--- src/rtl/uart_ctrl_pkg.sv ---
// uart_ctrl_pkg: register offsets, CON bit positions and TX FSM states for uart_ctrl.
package uart_ctrl_pkg;

    localparam logic [1:0] ADDR_TXD = 2'd0;
    localparam logic [1:0] ADDR_RXD = 2'd1;
    localparam logic [1:0] ADDR_CON = 2'd2;

    localparam int CON_TX_IRQ_EN = 0;
    localparam int CON_RX_IRQ_EN = 1;
    localparam int CON_RX_VALID  = 2;
    localparam int CON_TX_IDLE   = 3;
    localparam int CON_TX_FULL   = 4;
    localparam int CON_RX_OVR    = 5;
    localparam int CON_TX_OVF    = 6;

    typedef enum logic [1:0] {
        ST_IDLE,
        ST_START,
        ST_WAIT_BUSY,
        ST_WAIT_DONE
    } tx_state_e;

endpackage

--- src/rtl/uart_ctrl_fifo.sv ---
// uart_ctrl_fifo: TX byte FIFO; a pop frees its slot for a push in the same cycle.
module uart_ctrl_fifo #(
    parameter int DEPTH = 4,
    localparam int AW = $clog2(DEPTH)
) (
    input  logic          sysclk,
    input  logic          reset,
    input  logic          push,
    input  logic          pop,
    input  logic [7:0]    din,
    output logic [7:0]    dout,
    output logic          full,
    output logic          empty,
    output logic [AW:0]   count
);
    logic [7:0]    mem_q [DEPTH];
    logic [AW-1:0] wr_ptr_q, wr_ptr_d, rd_ptr_q, rd_ptr_d;
    logic [AW:0]   count_q, count_d;
    logic          do_push, do_pop;

    assign full  = count_q == (AW+1)'(DEPTH);
    assign empty = count_q == '0;
    assign count = count_q;
    assign dout  = mem_q[rd_ptr_q];

    always_comb begin
        do_pop   = pop & ~empty;
        do_push  = push & (~full | do_pop);
        wr_ptr_d = wr_ptr_q + AW'(do_push);
        rd_ptr_d = rd_ptr_q + AW'(do_pop);
        count_d  = count_q + (AW+1)'(do_push) - (AW+1)'(do_pop);
    end

    always_ff @(posedge sysclk or negedge reset)
        if (!reset) begin
            wr_ptr_q <= '0;
            rd_ptr_q <= '0;
            count_q  <= '0;
        end else begin
            wr_ptr_q <= wr_ptr_d;
            rd_ptr_q <= rd_ptr_d;
            count_q  <= count_d;
        end

    always_ff @(posedge sysclk)
        if (do_push) mem_q[wr_ptr_q] <= din;

endmodule

--- src/rtl/uart_ctrl.sv ---
// uart_ctrl: CPU register front-end for a UART sender/receiver with a TX FIFO.
// Interrupt enables and irq exist only when UART_CTRL_IRQ_EN is defined.
module uart_ctrl #(
    parameter int TX_FIFO_DEPTH = 4
) (
    input  logic        sysclk,
    input  logic        reset,
    input  logic [1:0]  addr,
    input  logic        rd,
    input  logic        wr,
    input  logic [31:0] wdata,
    output logic [31:0] rdata,
    output logic        irq,
    output logic [7:0]  tx_data,
    output logic        tx_start,
    input  logic        tx_status,
    input  logic [7:0]  rx_data,
    input  logic        rx_status
);
    import uart_ctrl_pkg::*;

    localparam int AW = $clog2(TX_FIFO_DEPTH);

    tx_state_e   state_q, state_d;
    logic [7:0]  tx_data_q, tx_data_d, rx_buf_q, rx_buf_d, fifo_dout;
    logic [31:0] rdata_q, rdata_d, con_rd;
    logic        tx_start_q, tx_start_d, rx_valid_q, rx_valid_d, rx_stat_q;
    logic        rx_ovr_q, rx_ovr_d, tx_ovf_q, tx_ovf_d;
    logic        push, pop, con_wr, rd_rxd, rx_edge, tx_idle;
    logic        fifo_full, fifo_empty, tx_irq_en, rx_irq_en;
    logic [AW:0] fifo_count;
    logic        unused_ok;

    assign unused_ok = ^{wdata, fifo_count};
    assign rdata     = rdata_q;
    assign tx_data   = tx_data_q;
    assign tx_start  = tx_start_q;

    uart_ctrl_fifo #(.DEPTH(TX_FIFO_DEPTH)) u_fifo (
        .sysclk (sysclk),
        .reset  (reset),
        .push   (push),
        .pop    (pop),
        .din    (wdata[7:0]),
        .dout   (fifo_dout),
        .full   (fifo_full),
        .empty  (fifo_empty),
        .count  (fifo_count)
    );

`ifdef UART_CTRL_IRQ_EN
    logic tx_irq_en_q, rx_irq_en_q, irq_q;
    assign tx_irq_en = tx_irq_en_q;
    assign rx_irq_en = rx_irq_en_q;
    assign irq       = irq_q;

    always_ff @(posedge sysclk or negedge reset)
        if (!reset) begin
            tx_irq_en_q <= 1'b0;
            rx_irq_en_q <= 1'b0;
            irq_q       <= 1'b0;
        end else begin
            if (con_wr) begin
                tx_irq_en_q <= wdata[CON_TX_IRQ_EN];
                rx_irq_en_q <= wdata[CON_RX_IRQ_EN];
            end
            irq_q <= (rx_irq_en_q & rx_valid_q) | (tx_irq_en_q & tx_idle);
        end
`else
    assign tx_irq_en = 1'b0;
    assign rx_irq_en = 1'b0;
    assign irq       = 1'b0;
`endif

    always_comb begin
        push    = wr & (addr == ADDR_TXD);
        con_wr  = wr & (addr == ADDR_CON);
        rd_rxd  = rd & (addr == ADDR_RXD);
        rx_edge = rx_status & ~rx_stat_q;
        tx_idle = fifo_empty & (state_q == ST_IDLE);
        pop     = (state_q == ST_IDLE) & ~fifo_empty & tx_status;
        state_d = state_q;
        unique case (state_q)
            ST_IDLE:      if (pop) state_d = ST_START;
            ST_START:     state_d = ST_WAIT_BUSY;
            ST_WAIT_BUSY: if (!tx_status) state_d = ST_WAIT_DONE;
            ST_WAIT_DONE: if (tx_status) state_d = ST_IDLE;
        endcase
        tx_data_d  = pop ? fifo_dout : tx_data_q;
        tx_start_d = state_d == ST_START;
        // A new byte arriving on the same edge as an RXD read keeps rx_valid set.
        rx_buf_d   = rx_edge ? rx_data : rx_buf_q;
        rx_valid_d = rx_edge | (rx_valid_q & ~rd_rxd);
        rx_ovr_d   = (rx_edge & rx_valid_q & ~rd_rxd) | (rx_ovr_q & ~(con_wr & wdata[CON_RX_OVR]));
        tx_ovf_d   = (push & fifo_full & ~pop) | (tx_ovf_q & ~(con_wr & wdata[CON_TX_OVF]));
        con_rd                = '0;
        con_rd[CON_TX_IRQ_EN] = tx_irq_en;
        con_rd[CON_RX_IRQ_EN] = rx_irq_en;
        con_rd[CON_RX_VALID]  = rx_valid_q;
        con_rd[CON_TX_IDLE]   = tx_idle;
        con_rd[CON_TX_FULL]   = fifo_full;
        con_rd[CON_RX_OVR]    = rx_ovr_q;
        con_rd[CON_TX_OVF]    = tx_ovf_q;
        rdata_d = !rd ? rdata_q :
                  addr == ADDR_RXD ? {24'b0, rx_buf_q} :
                  addr == ADDR_CON ? con_rd : '0;
    end

    always_ff @(posedge sysclk or negedge reset)
        if (!reset) begin
            state_q    <= ST_IDLE;
            tx_data_q  <= '0;
            tx_start_q <= 1'b0;
            rx_buf_q   <= '0;
            rx_valid_q <= 1'b0;
            rx_stat_q  <= 1'b0;
            rx_ovr_q   <= 1'b0;
            tx_ovf_q   <= 1'b0;
            rdata_q    <= '0;
        end else begin
            state_q    <= state_d;
            tx_data_q  <= tx_data_d;
            tx_start_q <= tx_start_d;
            rx_buf_q   <= rx_buf_d;
            rx_valid_q <= rx_valid_d;
            rx_stat_q  <= rx_status;
            rx_ovr_q   <= rx_ovr_d;
            tx_ovf_q   <= tx_ovf_d;
            rdata_q    <= rdata_d;
        end

endmodule

--- config.mk ---
export PLATFORM = sky130hd
export DESIGN_NAME = uart_ctrl
export DESIGN_NICKNAME = d
export VERILOG_FILES = /design/src/rtl/uart_ctrl_pkg.sv /design/src/rtl/uart_ctrl_fifo.sv /design/src/rtl/uart_ctrl.sv
export SDC_FILE = /design/constraint.sdc
export NUM_CORES = 1
export LEC_CHECK = 0
export ABC_AREA = 1
export CORE_MARGIN = 8
export CORE_UTILIZATION = 51
export DETAILED_ROUTE_END_ITERATION = 16
export PLACE_DENSITY_LB_ADDON = 0.2
export SYNTH_ARGS = -nofsm -noshare
export SYNTH_HDL_FRONTEND = slang
export SYNTH_SLANG_ARGS = --single-unit
--- constraint.sdc ---
create_clock -name sysclk -period 3.6 [get_ports sysclk]
set_input_delay 0.9 -clock sysclk [delete_from_list [all_inputs] [get_ports sysclk]]
set_output_delay 0.9 -clock sysclk [all_outputs]
set_load 0.01 [all_outputs]
==> impl_results.md <==
- Outcome: finished, final reports clean
- Final setup skew: 6.68 ps
- Pre-CTS WS: 704 ps
- PD cells: 617 nW/um^2
- Sink Count: 70
- Port Buf Inserts: 40
- Crit path largest cell delay: 540 ps
- Max-cap violations: 0
- Largest net degree at the start of global routing: 39
- CTS Hold Bufs: 0
- Post-route non-filler standard cell count: 470
- Starting density of the core: 0.515
- Cells after DPL: 454
- Top Ports: 90
- Vias in the first global route: 2081
- Seq/Total Area, Yosys: 0.598
- Initial antenna violation count: 0
- Startpoint Class: input port
- CP max FO: 11
- DRT Wirelength: 6020 microns
- Max Slew Vio Count: 0
- Total setup buffers inserted after CTS: 0
- Arrival @ worst endpoint: 2730 ps
- Worst path cell trace: clkdlybuf4s50_1 -> nand3_2 -> nor2_4 -> nand2_1 -> nand2_1 -> ha_1 -> fa_1
- CTS Root Buffer Type: clkbuf_8
- Reg-to-Reg End: u_fifo.count[2]$_DFF_PN0_
- Worst rel slew slack: 0.422
- Post-synthesis instance area: 3200 sq um
- Busiest grt layer: met2
- Peak supply drop: 0.274 mV
- WL/cell: 12.8 microns
- Layout cells sized above 1: 0.0814
- Slowest cell on crit path: clkdlybuf4s50_1
- Tcrit/Tclk final: 0.703
- Cells after Synth: 341
- # diodes: 0
- Overflow left after global routing: 0
- Tmin final: 2530 ps
- CTS resizes: 0
- Critical Path RT: 3800 ps
- Critical Path End Type: flop
- Setup TNS: 0 ps
- Syn Area/Cell: 9.37 sq um
- PnR worst setup slack: 1070 ps
- Layout net count: 439
- Total track usage: 0.142
- First-pass GRT wire length: 9730 microns
- DRT antenna net count: 0
- Hold Crit Start: rx_buf_q[0]$_DFFE_PN0P_
- RD Place Congestion: 0.759
- CP most frequent cell: nand2_1
- Die Span Y: 95.2 microns
- Grt met1 use: 0.185
- Unrepaired setup endpoints after global routing: false
- DRC: 0
- Clock buffer count from CTS: 9
- Max clock buf depth: 2
- Core Box Area: 6200 sq um
- Vias per inst: 4.60
- Vias: 2162
- H-tree depth: 3
- Distinct cells, synth: 25
- Met3 usage: 0.0362
- Initial DRC Count: 127
- CTS tree: built
- Worst R2R Setup Slack: 1690 ps
- Max Freq: 395 MHz
- Dpl hpwl: 4270 microns
- Drt first pass iters: 4
- Endpoints failing hold: 0
- Die X: 95.2 microns
- GR met2 Demand/Resource: 0.213
- Setup CP Type: input port to flop
- Worst hold path stage count: 2
- Clk Latency, worst-skew pair: 340 ps
- Syn-to-layout area delta: 16.6%
- Actual slew at the worst max-slew pin: 866 ps
- Fillers: 538
- Hold Crit Class: flop to flop
- Leakage power: 1.85 nW
- CTS clock-pin slew for the worst setup and hold paths: 70 ps
- Reg2Reg Launch Point: u_fifo.count[1]$_DFF_PN0_
- Worst Reg-to-Reg Cells: 9
- Setup violators final: 0
- Syn. warnings: 0
- FF+latch count, synth: 70
- Hold Path End: rx_buf_q[0]$_DFFE_PN0P_
- Die ar.: 9050 sq um
- Row Count: 29
## report_power, final
group | internal, W | switching, W | total [W] | leakage, nW
Combinational | 0.000271 | 0.000363 | 0.000634 | 0.999
Sequential | 0.000982 | 0.000122 | 0.00110 | 0.760
Clock | 0.000288 | 0.000273 | 0.000562 | 0.0877
## state kept, by name, summed over array words and instances, names as in the netlist
register and cells:
u_fifo.mem_q 32, rdata 8, rx_buf_q 8, tx_data 8
u_fifo.count 3, state_q 2, u_fifo.rd_ptr_q 2, u_fifo.wr_ptr_q 2
rx_ovr_q 1, rx_stat_q 1, rx_valid_q 1, tx_ovf_q 1
tx_start 1
## layer usage
metal	vias up	wire [microns]
met5	-	0
met4	0	114
met3	9	434
met2	55	2730
met1	1000	2750
li1	1098	-
## cells by family after synthesis
kind of cell / synth area share
AO/OA/AOI/OAI: 0.00939
XOR/XNOR: 0.00548
adder cells (fa/ha/maj): 0.0141
buffers and inverters: 0.141
flip-flops: 0.598
other: 0.00117
AND/OR/NAND/NOR: 0.231
## cell usage in the layout (no fill, tap or decap), types with 2 or more instances in the layout
cell	synthesis	layout
nand3_2	2	2
nor2_1	8	8
buf_4	25	4
edfxtp_1	32	32
clkdlybuf4s50_1	0	39
clkbuf_1	0	4
ha_1	2	2
nand2_1	125	125
nor2_2	2	2
conb_1	1	25
clkbuf_8	0	11
inv_2	8	8
dfrtp_1	38	38
inv_1	45	45
nand3_1	33	33
o21ai_0	4	4
## per-stage QoR
step | instance area, sq um | power, W | util | hold slack, ps
2_1_floorplan | 3290 | 0.00156 | - | 442
3_3_place_gp | 3560 | 0.00174 | 0.573 | 455
3_5_place_dp | 3560 | 0.00176 | 0.573 | 460
4_1_cts | 3730 | 0.00232 | 0.601 | 478
5_1_grt | 3730 | 0.00245 | 0.601 | 496
6_report | 3730 | 0.00230 | 0.601 | 474
## worst max path at each step
stage                                     end  cells after the start  startpoint
finish              u_fifo.count[1]$_DFF_PN0_                      7   tx_status
global route        u_fifo.count[1]$_DFF_PN0_                      7   tx_status
CTS                 u_fifo.count[1]$_DFF_PN0_                      7   tx_status
detailed placement  u_fifo.count[1]$_DFF_PN0_                      7   tx_status
global placement    u_fifo.count[1]$_DFF_PN0_                      7   tx_status
floorplan           u_fifo.count[2]$_DFF_PN0_                      7   tx_status
## critical path, delay by kind of cell
| kind | cells | cell delay, ps |
|---|---|---|
| AND/OR/NAND/NOR | 4 | 700 |
| adder cells (fa/ha/maj) | 2 | 600 |
| buffers and inverters | 1 | 540 |
## cells in the mapped netlist
| library cell | number | area (sq um) |
|---|---|---|
| nand3_2 | 2 | 20.0 |
| xor2_1 | 1 | 8.76 |
| nand2_1 | 125 | 469 |
| nand3_1 | 33 | 165 |
| nor2_4 | 1 | 11.3 |
| nand2_2 | 1 | 6.26 |
| conb_1 | 1 | 3.75 |
| buf_8 | 1 | 15.0 |
| buf_2 | 3 | 15.0 |
| nor3_4 | 1 | 16.3 |
| o21ai_0 | 4 | 20.0 |
| nand4_1 | 1 | 6.26 |
| ha_1 | 2 | 25.0 |
| o21ai_1 | 1 | 5.00 |
| dfrtp_1 | 38 | 951 |
| xnor2_1 | 1 | 8.76 |
| nor2_1 | 8 | 30.0 |
| edfxtp_1 | 32 | 961 |
| inv_2 | 8 | 30.0 |
| buf_4 | 25 | 188 |
| fa_1 | 1 | 20.0 |
| nor2_2 | 2 | 12.5 |
| buf_6 | 3 | 33.8 |
| inv_1 | 45 | 169 |
| a21oi_1 | 1 | 5.00 |
## cell type report
cell class                 instances  area, sq um  area share
clock buffer                      15          166      0.0446
multi-input combinational        210          923       0.248
sequential                        70         1910       0.513
tap                               77         96.3      0.0258
inverter                          53          199      0.0534
timing repair buffer              44          425       0.114
clock inverter                     1         5.00     0.00134
(Power assumes the default switching activity.)
